### src/rtl/bht_predictor.sv
`default_nettype none
// ============================================================================
// Module   : bht_predictor
// Brief    : Branch history table of 2-bit saturating counters with a
//            one-cycle registered lookup and a write-first update bypass.
//            Define BHT_GSHARE_EN to XOR a global history register into the
//            lookup index (gshare).
// Revision : 1.0  initial release
// ============================================================================
module bht_predictor #(
    parameter int INDEX_BITS = 6
) (
    input  logic                  clk,
    input  logic                  rst_n,
    input  logic                  lookup_valid,
    input  logic [31:0]           lookup_pc,
    input  logic                  stall,
    output logic                  pred_valid,
    output logic                  pred_taken,
    output logic [INDEX_BITS-1:0] pred_index,
    input  logic                  upd_valid,
    input  logic [INDEX_BITS-1:0] upd_index,
    input  logic                  upd_taken
);

    localparam int         c_DEPTH     = 1 << INDEX_BITS;
    localparam logic [1:0] c_CNT_RESET = 2'b01;

    logic [1:0]            r_cnt [c_DEPTH];
    logic [1:0]            w_upd_old;
    logic [1:0]            w_upd_new;
    logic [1:0]            w_lkp_cnt;
    logic [INDEX_BITS-1:0] w_lkp_idx;
    logic                  w_unused_pc;

    // Only the word-index bits of the PC select an entry.
    assign w_unused_pc = ^{lookup_pc[31:INDEX_BITS+2], lookup_pc[1:0]};

`ifdef BHT_GSHARE_EN
    logic [INDEX_BITS-1:0] r_ghr;

    always_ff @(posedge clk or negedge rst_n) begin
        if (!rst_n) begin
            r_ghr <= '0;
        end else if (upd_valid) begin
            r_ghr <= {r_ghr[INDEX_BITS-2:0], upd_taken};
        end
    end

    // Lookup hashes with the history as it stands before this edge's shift.
    assign w_lkp_idx = lookup_pc[INDEX_BITS+1:2] ^ r_ghr;
`else
    assign w_lkp_idx = lookup_pc[INDEX_BITS+1:2];
`endif

    assign w_upd_old = r_cnt[upd_index];

    always_comb begin
        w_upd_new = w_upd_old;
        if (upd_taken) begin
            if (w_upd_old != 2'b11) w_upd_new = w_upd_old + 2'd1;
        end else begin
            if (w_upd_old != 2'b00) w_upd_new = w_upd_old - 2'd1;
        end
    end

    // Write-first: a same-cycle update to the looked-up entry is forwarded.
    assign w_lkp_cnt = (upd_valid && (upd_index == w_lkp_idx)) ? w_upd_new
                                                               : r_cnt[w_lkp_idx];

    always_ff @(posedge clk or negedge rst_n) begin
        if (!rst_n) begin
            for (int i = 0; i < c_DEPTH; i++) begin
                r_cnt[i] <= c_CNT_RESET;
            end
        end else if (upd_valid) begin
            r_cnt[upd_index] <= w_upd_new;
        end
    end

    always_ff @(posedge clk or negedge rst_n) begin
        if (!rst_n) begin
            pred_valid <= 1'b0;
            pred_taken <= 1'b0;
            pred_index <= '0;
        end else if (!stall) begin
            pred_valid <= lookup_valid;
            if (lookup_valid) begin
                pred_taken <= w_lkp_cnt[1];
                pred_index <= w_lkp_idx;
            end
        end
    end

endmodule
`default_nettype wire

### config.mk
export PLATFORM = sky130hd
export DESIGN_NAME = bht_predictor
export DESIGN_NICKNAME = d
export VERILOG_FILES = /design/src/rtl/bht_predictor.sv
export SDC_FILE = /design/constraint.sdc
export NUM_CORES = 1
export LEC_CHECK = 0
export CORE_MARGIN = 2
export CORE_UTILIZATION = 40
export DETAILED_ROUTE_END_ITERATION = 12
export PLACE_DENSITY = 0.56
export SLEW_MARGIN = 5
export SYNTH_ARGS = -nofsm -noshare
export SYNTH_HDL_FRONTEND = slang
export SYNTH_SLANG_ARGS = --single-unit
### constraint.sdc
create_clock -name clk -period 3.4 [get_ports clk]
set_input_delay 0.34 -clock clk [delete_from_list [all_inputs] [get_ports clk]]
set_output_delay 0.34 -clock clk [all_outputs]
set_load 0.05 [all_outputs]
# --- Word-level counts from Yosys, hierarchy flattened ---
# Cells that the tools add are included.
classes:
  addsub: 2
  order_cmp: 3
  n_eq_ne: 2
  mux: 13
  bitwise: 3
  reduce_logical: 4
ops:
  columns: ["op", "count"]
  rows:
  - ["bitwise mux 128 bit", 1]
  - ["binary-select mux 2 bit (select 6 bit)", 2]
  - ["two-way mux 2 bit", 9]
  - [">= comparator 7 bit, second input constant", 2]
  - ["inverter 6 -> 7 bit", 2]
  - ["demux 2 bit (select 6 bit)", 1]
  - ["< comparator 7 x 1 -> 1 bit, second input constant", 1]
  - ["== test 6 bit", 1]
  - ["adder 2 x 1 -> 2 bit, second input constant", 1]
  - ["logical AND 1 bit", 2]
  - ["!= test 2 bit, second input constant", 1]
  - ["AND reduction 2 bit", 1]
  - ["nonzero test 2 bit", 1]
  - ["subtractor 2 x 1 -> 2 bit, second input constant", 1]
  - ["inverter 1 bit", 1]
word_totals:
  regBits: 136
  elab_cells: 94

# --- Depth between registers and ports, before layout ---
# Gate-level depths: netlist of the first run.
logic_depth:
  ltp_word: 8
  depth_mapped: 12
  ltp_nobuf: 7

# --- Worst setup path after synthesis of the first run ---
# Ideal clock, no wire load.
synth_timing:
  path_kind: "input port to flip-flop"
  startpoint: "input port lookup_pc[2]"
  endpoint: "register pred_taken"
  setup_ps: 118
  t_arrival_ps: 2624
  required_time_ps: 3282
  setup_slack_ps: 658
  stages: 9
  cell_sequence: "clkbuf_1 -> buf_2 -> mux4_2 -> mux4_2 -> mux2i_1 -> nor2_1 -> a21oi_1 -> o31ai_1 -> a21o_1"
synth_between:
  elab_chain_cells: 5
  word_cells_on_any_way: 7
  cone_classes: "eq/ne (1); mux (4); bitwise (1); reduce/logical (1)"
synth_rtl:
  columns: ["item", "line", "text"]
  rows:
  - ["start, declared", "16", "input logic [31:0] lookup_pc,"]
  - ["inverter 6 -> 7 bit (not written as such)", "69", ": r_cnt[w_lkp_idx];"]
  - ["binary-select mux 2 bit (select 6 bit)", "69", null]
  - ["two-way mux 2 bit (not written as such) (2 in a row)", "69", null]
  - ["two-way mux 2 bit *", "68", "assign w_lkp_cnt = (upd_valid && (upd_index == w_lkp_idx)) ? w_upd_new"]
  - ["end signal, assigned", "89", "pred_taken <= w_lkp_cnt[1];"]
  - ["end, declared", "19", "output logic pred_taken,"]
# Every way passes the cells marked *; elsewhere a longest branch is shown, timed or not. The select of a mux whose other input is x is not followed.
# A chain may end at the register's enable or synchronous reset.

# --- Worst setup path after layout of the first run ---
layout_timing:
  startpoint: "input port upd_index[1]"
  endpoint: "register r_cnt[75] (netlist bit)"
layout_between:
  elab_chain_cells: 8
  word_cells_on_any_way: 17
  cone_classes: "add/sub (2); order compare (2); eq/ne (1); mux (9); bitwise (1); reduce/logical (2)"
layout_rtl:
  columns: ["item", "line", "text"]
  rows:
  - ["start, declared", "22", "input logic [INDEX_BITS-1:0] upd_index,"]
  - ["inverter 6 -> 7 bit (not written as such) *", "56, 77", null]
  - ["binary-select mux 2 bit (select 6 bit)", "56", "assign w_upd_old = r_cnt[upd_index];"]
  - ["two-way mux 2 bit (not written as such) (2 in a row)", "56", null]
  - ["subtractor 2 x 1 -> 2 bit (tied with other cells)", "63", "if (w_upd_old != 2'b00) w_upd_new = w_upd_old - 2'd1;"]
  - ["two-way mux 2 bit (on tied branches)", "63, 61", null]
  - ["two-way mux 2 bit", "60", "if (upd_taken) begin"]
  - ["bitwise mux 128 bit *", "77", "r_cnt[upd_index] <= w_upd_new;"]
  - ["end signal, assigned by index", "74", "r_cnt[i] <= c_CNT_RESET;"]
  - ["end signal, assigned by index", "77", null]
  - ["end, declared", "29", "logic [1:0] r_cnt [c_DEPTH];"]
# Marked as above.

==> results of run 1 <==
## through the flow
step / total power, W / area (um2)
floorplan: 0.002623 / 7338
global route: 0.004981 / 8646
detailed placement: 0.002939 / 8039
finish: 0.004775 / 8646
global placement: 0.002907 / 8039
CTS: 0.004830 / 8646
## cell type report
type,count,area (um2),share of cell area
multi-input cells,461,3577,0.4137
clock buffers,20,466.7,0.05398
repair buffers,67,676.9,0.07829
flip-flops and latches,136,3483,0.4029
inverters,4,15.01,0.001737
clock inverters,12,140.1,0.01621
well taps,229,286.5,0.03314
## layout by cell type (no fill, tap or decap), types with 3 or more instances in the layout
cell and n:
o31ai_1 3, inv_6 3, inv_1 3, mux2_4 12
mux2_2 62, o21ai_0 52, xor2_1 3, nand3_1 4
clkinv_4 3, clkdlybuf4s50_1 21, dfstp_2 64, buf_2 3
clkinvlp_4 3, a21oi_1 27, nand2b_1 5, clkbuf_16 17
mux2i_1 24, mux4_2 31, or2_2 5, xnor2_1 3
mux4_1 4, buf_4 32, o211ai_1 3, nor2_1 47
and3b_1 3, dfrtp_1 72, nand4_1 3, nand3b_1 10
a31oi_1 4, nor3_1 3, clkbuf_8 3, nand2_1 114
buf_12 10, o22ai_1 7
## sequential cells by signal (all words and copies together) (netlist names)
register / count
r_cnt: 128
pred_index: 6
pred_taken: 1
pred_valid: 1
## power by group
group | internal, W | leakage, nW | switching, W | total (W)
Sequential | 0.00192 | 1.63 | 0.000128 | 0.00205
Clock | 0.00115 | 0.290 | 0.000721 | 0.00187
Combinational | 0.000420 | 1.61 | 0.000438 | 0.000858
Total | 0.00349 | 3.52 | 0.00129 | 0.00477
## synthesized netlist by cell type (all sizes together), types with 2 or more instances
cell     instances
inv              4
nand4            3
nand3            4
o211ai           3
dfstp           64
mux2            74
maj3             2
o2bb2ai          2
clkbuf          11
nor4             3
nand2          114
or3b             2
nor2            48
nand2b           5
o21ai           54
xnor2            3
a21oi           27
nand3b          10
and3b            3
mux4            35
buf             30
dfrtp           72
and2             2
nor3             3
xor2             3
nor3b            2
o22ai            7
or3              2
mux2i           24
and3             3
o31ai            3
a31oi            4
or2              5
## worst reg2reg max path: cells and delay by family (launching register included)
family	cells	cell delay [ps]
adder cells (fa/ha/maj)	1	350
AND/OR/NAND/NOR	1	500
buffers and inverters	1	210
AO/OA/AOI/OAI	2	500
multiplexers	2	810
flip-flops	1	370
## path summary, 6_finish.rpt
path | endpoint | slack (ps) | startpoint | depth (start not counted)
min | r_cnt[1]$_DFFE_PN0P_ | -10 | rst_n | 1
max | r_cnt[75]$_DFFE_PN0P_ | 440 | upd_index[1] | 10
min reg2reg | pred_valid$_DFFE_PN0N_ | 480 | pred_valid$_DFFE_PN0N_ | 2
max reg2reg | r_cnt[75]$_DFFE_PN0P_ | 530 | r_cnt[28]$_DFFE_PN1P_ | 7
min in group clk | pred_valid$_DFFE_PN0N_ | 480 | stall | 3
max in group asynchronous | r_cnt[44]$_DFFE_PN1P_ | 2600 | rst_n | 2
## kinds of logic after synthesis
family | synth area share
muxes | 0.2619
adders and majority gates | 0.003239
and+or+nand+nor | 0.1320
DFF | 0.4747
buffers and inverters | 0.03802
AOI/OAI and AO/OA | 0.08304
xor gates and xnor gates | 0.007162
## per-layer routing
metal  vias up  track usage
met2       194       0.3277
met3        48      0.03923
met1      2682       0.2764
met5         -            0
li1       2409            -
met4         0      0.09676
==> impl_metrics.tcl, run 1 <==
set metrics [dict create \
    path_delay_family "buffers and inverters" \
    pin_count 52 \
    synth_area_leaders "dfrtp_1, dfstp_2, mux2_2" \
    violations "hold timing" \
    track_usage 0.2070 \
    syn_inst 642 \
    cts_resized 0 \
    setup-tns-final_ps 0 \
    die_w_um 139.4 \
    totalWireLength_um 19230 \
    die_h_um 139.4 \
    outcome "finished, violations left" \
    clk_pin_slew_ps 60 \
    vias_per_cell 5.741 \
    p_leak_nw 3.524 \
    yosysTopAreaCellShare 0.2455 \
    place_hpwl_um 13650 \
    postCtsSetupRepairBufs 0 \
    min_period_ps 2963 \
    antenna_left 0 \
    syn_to_final_growth_pct 17.82 \
    cts_buffer_depth 2 \
    ys_types 57 \
    cp.required_ps 3690 \
    hold_violations 6 \
    cp.arrival_ps 3250 \
    clock_skew_ps 8.374 \
    netlist_area_um2 7338 \
    placementRows 49 \
    vias 5333 \
    hold_buffers 0 \
    slew_headroom 0.3284 \
    ctsRootBufferMaster "clkbuf_16" \
    layout-drive-gt1-share 0.3757 \
    grt_setup_unrepaired "no" \
    synth_top_cell_by_area "dfrtp_1" \
    drc 0 \
    first_iter_violations 429 \
    n_antenna_cell 0 \
    syn_nets 686 \
    grt_max_degree 88 \
    fmax_ghz 0.3375 \
    h-tree-depth 4 \
    io_buffers 25 \
    coreArea_um2 17960 \
    synth-edff-count 0 \
    cpMaxStageDelayCell "mux4_2" \
    clock-sinks 136 \
    power.density_nw_per_um2 552.3 \
    overflow 0 \
    met1_length_um 8396 \
    grt_pass1_wl_um 30780 \
    cpPeakStageDelay_ps 540 \
    insertion_delay_ps 420 \
    cp_max_fo 43 \
    wl_met2_um 9132 \
    highest_layer "met4" \
    final.fill_count 1623 \
    worst_slack_ps 437.3 \
    grt_pass1_vias 5415 \
    crit_chain "buf_2 -> buf_4 -> mux4_2 -> nand2_1 -> a21oi_1 -> a211o_1 -> nor4_2 -> maj3_2 -> buf_12 -> o21ai_0" \
    setup_violations 0 \
    synth-main-ff-cell "dfrtp_1" \
    gp_congestion 0.8715 \
    async_reset_ff_frac 1.000 \
    hold_ws_ps -10.28 \
    antenna_found_initial 0 \
    hold_class "in -> async" \
    numCtsBuffers 17 \
    cap_violations 0 \
    path_class "in -> reg" \
    worst_pin_slew_ps 999.7 \
    dpl.cell_count 897 \
    finalCritPeriodShare 0.8714 \
    wire_per_inst_um 20.69 \
    start_util 0.4085 \
    dr.pass1.iters 5 \
    dp_slack_ps -5.596 \
    wl_met3_um 1051 \
    die-area_um2 19440 \
    ys_ff_latch 136 \
    crit_path_end_kind "flop" \
    final_cells 929 \
    ys_seq_area_frac 0.4747 \
    drv_slew 0 \
    finalNetCount 731 \
    start_kind "primary input" \
    vdd_drop_max_mv 0.3181 \
    tritoncts "built" \
    fin_util 0.4813 \
    ys_warn_count 0 \
    path_buf_inv 3 \
    syn_area_per_cell_um2 11.43 \
]
No activity file was read; power rests on OpenSTA's default activity.
==> run 2, diff against run 1 <==
- CTS_BUF_LIST: unset -> sky130_fd_sc_hd__clkbuf_2
==> run 2 against run 1 <==
The flow now finishes without violations. Fmax rose by 1.5%. Combinational power barely moved. Non-clock buffer count rose by 1. Register-to-register slack got worse by 50 ps. Via count fell by 0.23%. Core utilization fell by 2.0 points. Clock skew rose by 42 ps. Flip-flop and latch count did not move. Clock-buffer cell count fell by 3. Critical endpoint is now r_cnt[34]$_DFFE_PN1P_. Sequential share of layout area rose by 1.7 points. Routed wire length rose by 0.14%. Critical path depth fell by 2.
==> impl_metrics.tcl, run 2 (same netlist as run 1, synthesis figures left out) <==
set metrics [dict create \
    outcome "completed" \
    min_period_ps 2919 \
    vias_per_cell 5.715 \
    vias 5321 \
    io_buffers 25 \
    start_util 0.4085 \
    drc 0 \
    largest_register_ffs 128 \
    layout_commonest_cell "nand2_1" \
    coreArea_um2 17960 \
    hold_class "in -> reg" \
    clk_pin_slew_ps 230 \
    grt_setup_unrepaired "no" \
    power.density_nw_per_um2 467.7 \
    tritoncts "built" \
    finalCritPeriodShare 0.8585 \
    grt_pass1_wl_um 30800 \
    setup-tns-final_ps 0 \
    worst_pin_slew_ps 964.2 \
    wire_per_inst_um 20.68 \
    dpl-instance-area_um2 8039 \
    syn_to_final_growth_pct 12.94 \
    antenna_left 0 \
    ctsRootBufferMaster "clkbuf_2" \
    track_usage 0.2069 \
    overflow 0 \
    cp.arrival_ps 3570 \
    hold_depth 3 \
    path_class "reg -> reg" \
    top_regs "r_cnt x128, pred_index x6" \
    dr.pass1.iters 5 \
    insertion_delay_ps 750 \
    place_hpwl_um 13650 \
    die-area_um2 19440 \
    gp_congestion 0.8715 \
    fin_util 0.4614 \
    hold_violations 0 \
    placementRows 49 \
    cp.required_ps 4060 \
    cp_max_fo 28 \
    totalWireLength_um 19250 \
    regMostFlops "r_cnt" \
    numCtsBuffers 17 \
    design_area_um2 8288 \
    finalNetCount 732 \
    cts_buffer_depth 2 \
    die_h_um 139.4 \
    die_w_um 139.4 \
    power_w 0.003876 \
    h-tree-depth 4 \
    first_iter_violations 421 \
    layout-drive-gt1-share 0.3709 \
    final_cell_mix "nand2_1, dfrtp_1, dfstp_2" \
    grt_max_degree 88 \
    clock-sinks 136 \
    final.fill_count 1676 \
    slew_headroom 0.3523 \
    pin_count 52 \
    drv_slew 0 \
    cap_violations 0 \
    clock_skew_ps 49.93 \
    vdd_drop_max_mv 0.2574 \
    crit_path_end_kind "flop" \
    p_leak_nw 3.373 \
    reg2reg_depth 8 \
    start_kind "flop" \
    grt_pass1_vias 5414 \
    fmax_ghz 0.3426 \
    setup_violations 0 \
    antenna_found_initial 1 \
]
run 2: cell type report:
| type | instances | area, um2 | share of cell area |
|---|---|---|---|
| clock inverter | 15 | 151.4 | 0.01827 |
| timing repair buffer | 68 | 686.9 | 0.08288 |
| clock buffer | 17 | 85.08 | 0.01027 |
| sequential | 136 | 3483 | 0.4203 |
| inverter | 4 | 15.01 | 0.001812 |
| antenna | 1 | 2.502 | 0.0003019 |
| multi-input combinational | 461 | 3577 | 0.4316 |
| tap | 229 | 286.5 | 0.03457 |
run 2: metrics by stage:
step | worst slack (ps) | instances | hold slack, ps
2_1_floorplan | 658.2 | 642 | 44.41
3_3_place_gp | 79.68 | 897 | 453.4
3_5_place_dp | -5.596 | 897 | 466.3
4_1_cts | 511.3 | 930 | 30.62
5_1_grt | 385.8 | 931 | 62.71
6_report | 481.0 | 931 | 110.2
run 2: repair_timing:
action / in CTS / in global routing
setup buffers: 0 / 0
hold buffers: 1 / 0
setup endpoints to repair: 0 / 0
resized for setup: 0 / 0
endpoints found under the hold margin: 46 / 0
run 2: worst paths after layout:
| check | start | to | slack [ps] |
|---|---|---|---|
| setup / recovery | r_cnt[87]$_DFFE_PN0P_ | r_cnt[34]$_DFFE_PN1P_ | 480 |
| hold / removal | stall | pred_valid$_DFFE_PN0N_ | 110 |
| min in group asynchronous | rst_n | r_cnt[3]$_DFFE_PN0P_ | 180 |
| hold reg to reg | pred_valid$_DFFE_PN0N_ | pred_valid$_DFFE_PN0N_ | 510 |
| max in group asynchronous | rst_n | r_cnt[44]$_DFFE_PN1P_ | 2330 |
| setup reg to reg | r_cnt[87]$_DFFE_PN0P_ | r_cnt[34]$_DFFE_PN1P_ | 480 |
run 2: critical path, cell delays in order, from the launching register on:
cell	delay [ps]
dfrtp_1	450
mux2i_1	160
o22ai_1	110
o31ai_1	410
o211ai_1	180
or4_1	620
maj3_4	420
buf_12	180
mux2_2	270
run 2: power breakdown:
| part | internal, W | total, W | switching, W |
|---|---|---|---|
| combinational | 0.000421 | 0.000858 | 0.000438 |
| sequential | 0.00192 | 0.00205 | 0.000129 |
| clock | 0.000338 | 0.000970 | 0.000633 |
| total | 0.00268 | 0.00388 | 0.00120 |
run 2: layer usage:
layer	routed length, um	global-route usage	vias to the layer above
met1	8633	0.2758	2712
met4	530	0.08240	0
li1	-	-	2412
met5	0	0	-
met3	911	0.04439	38
met2	9177	0.3313	159
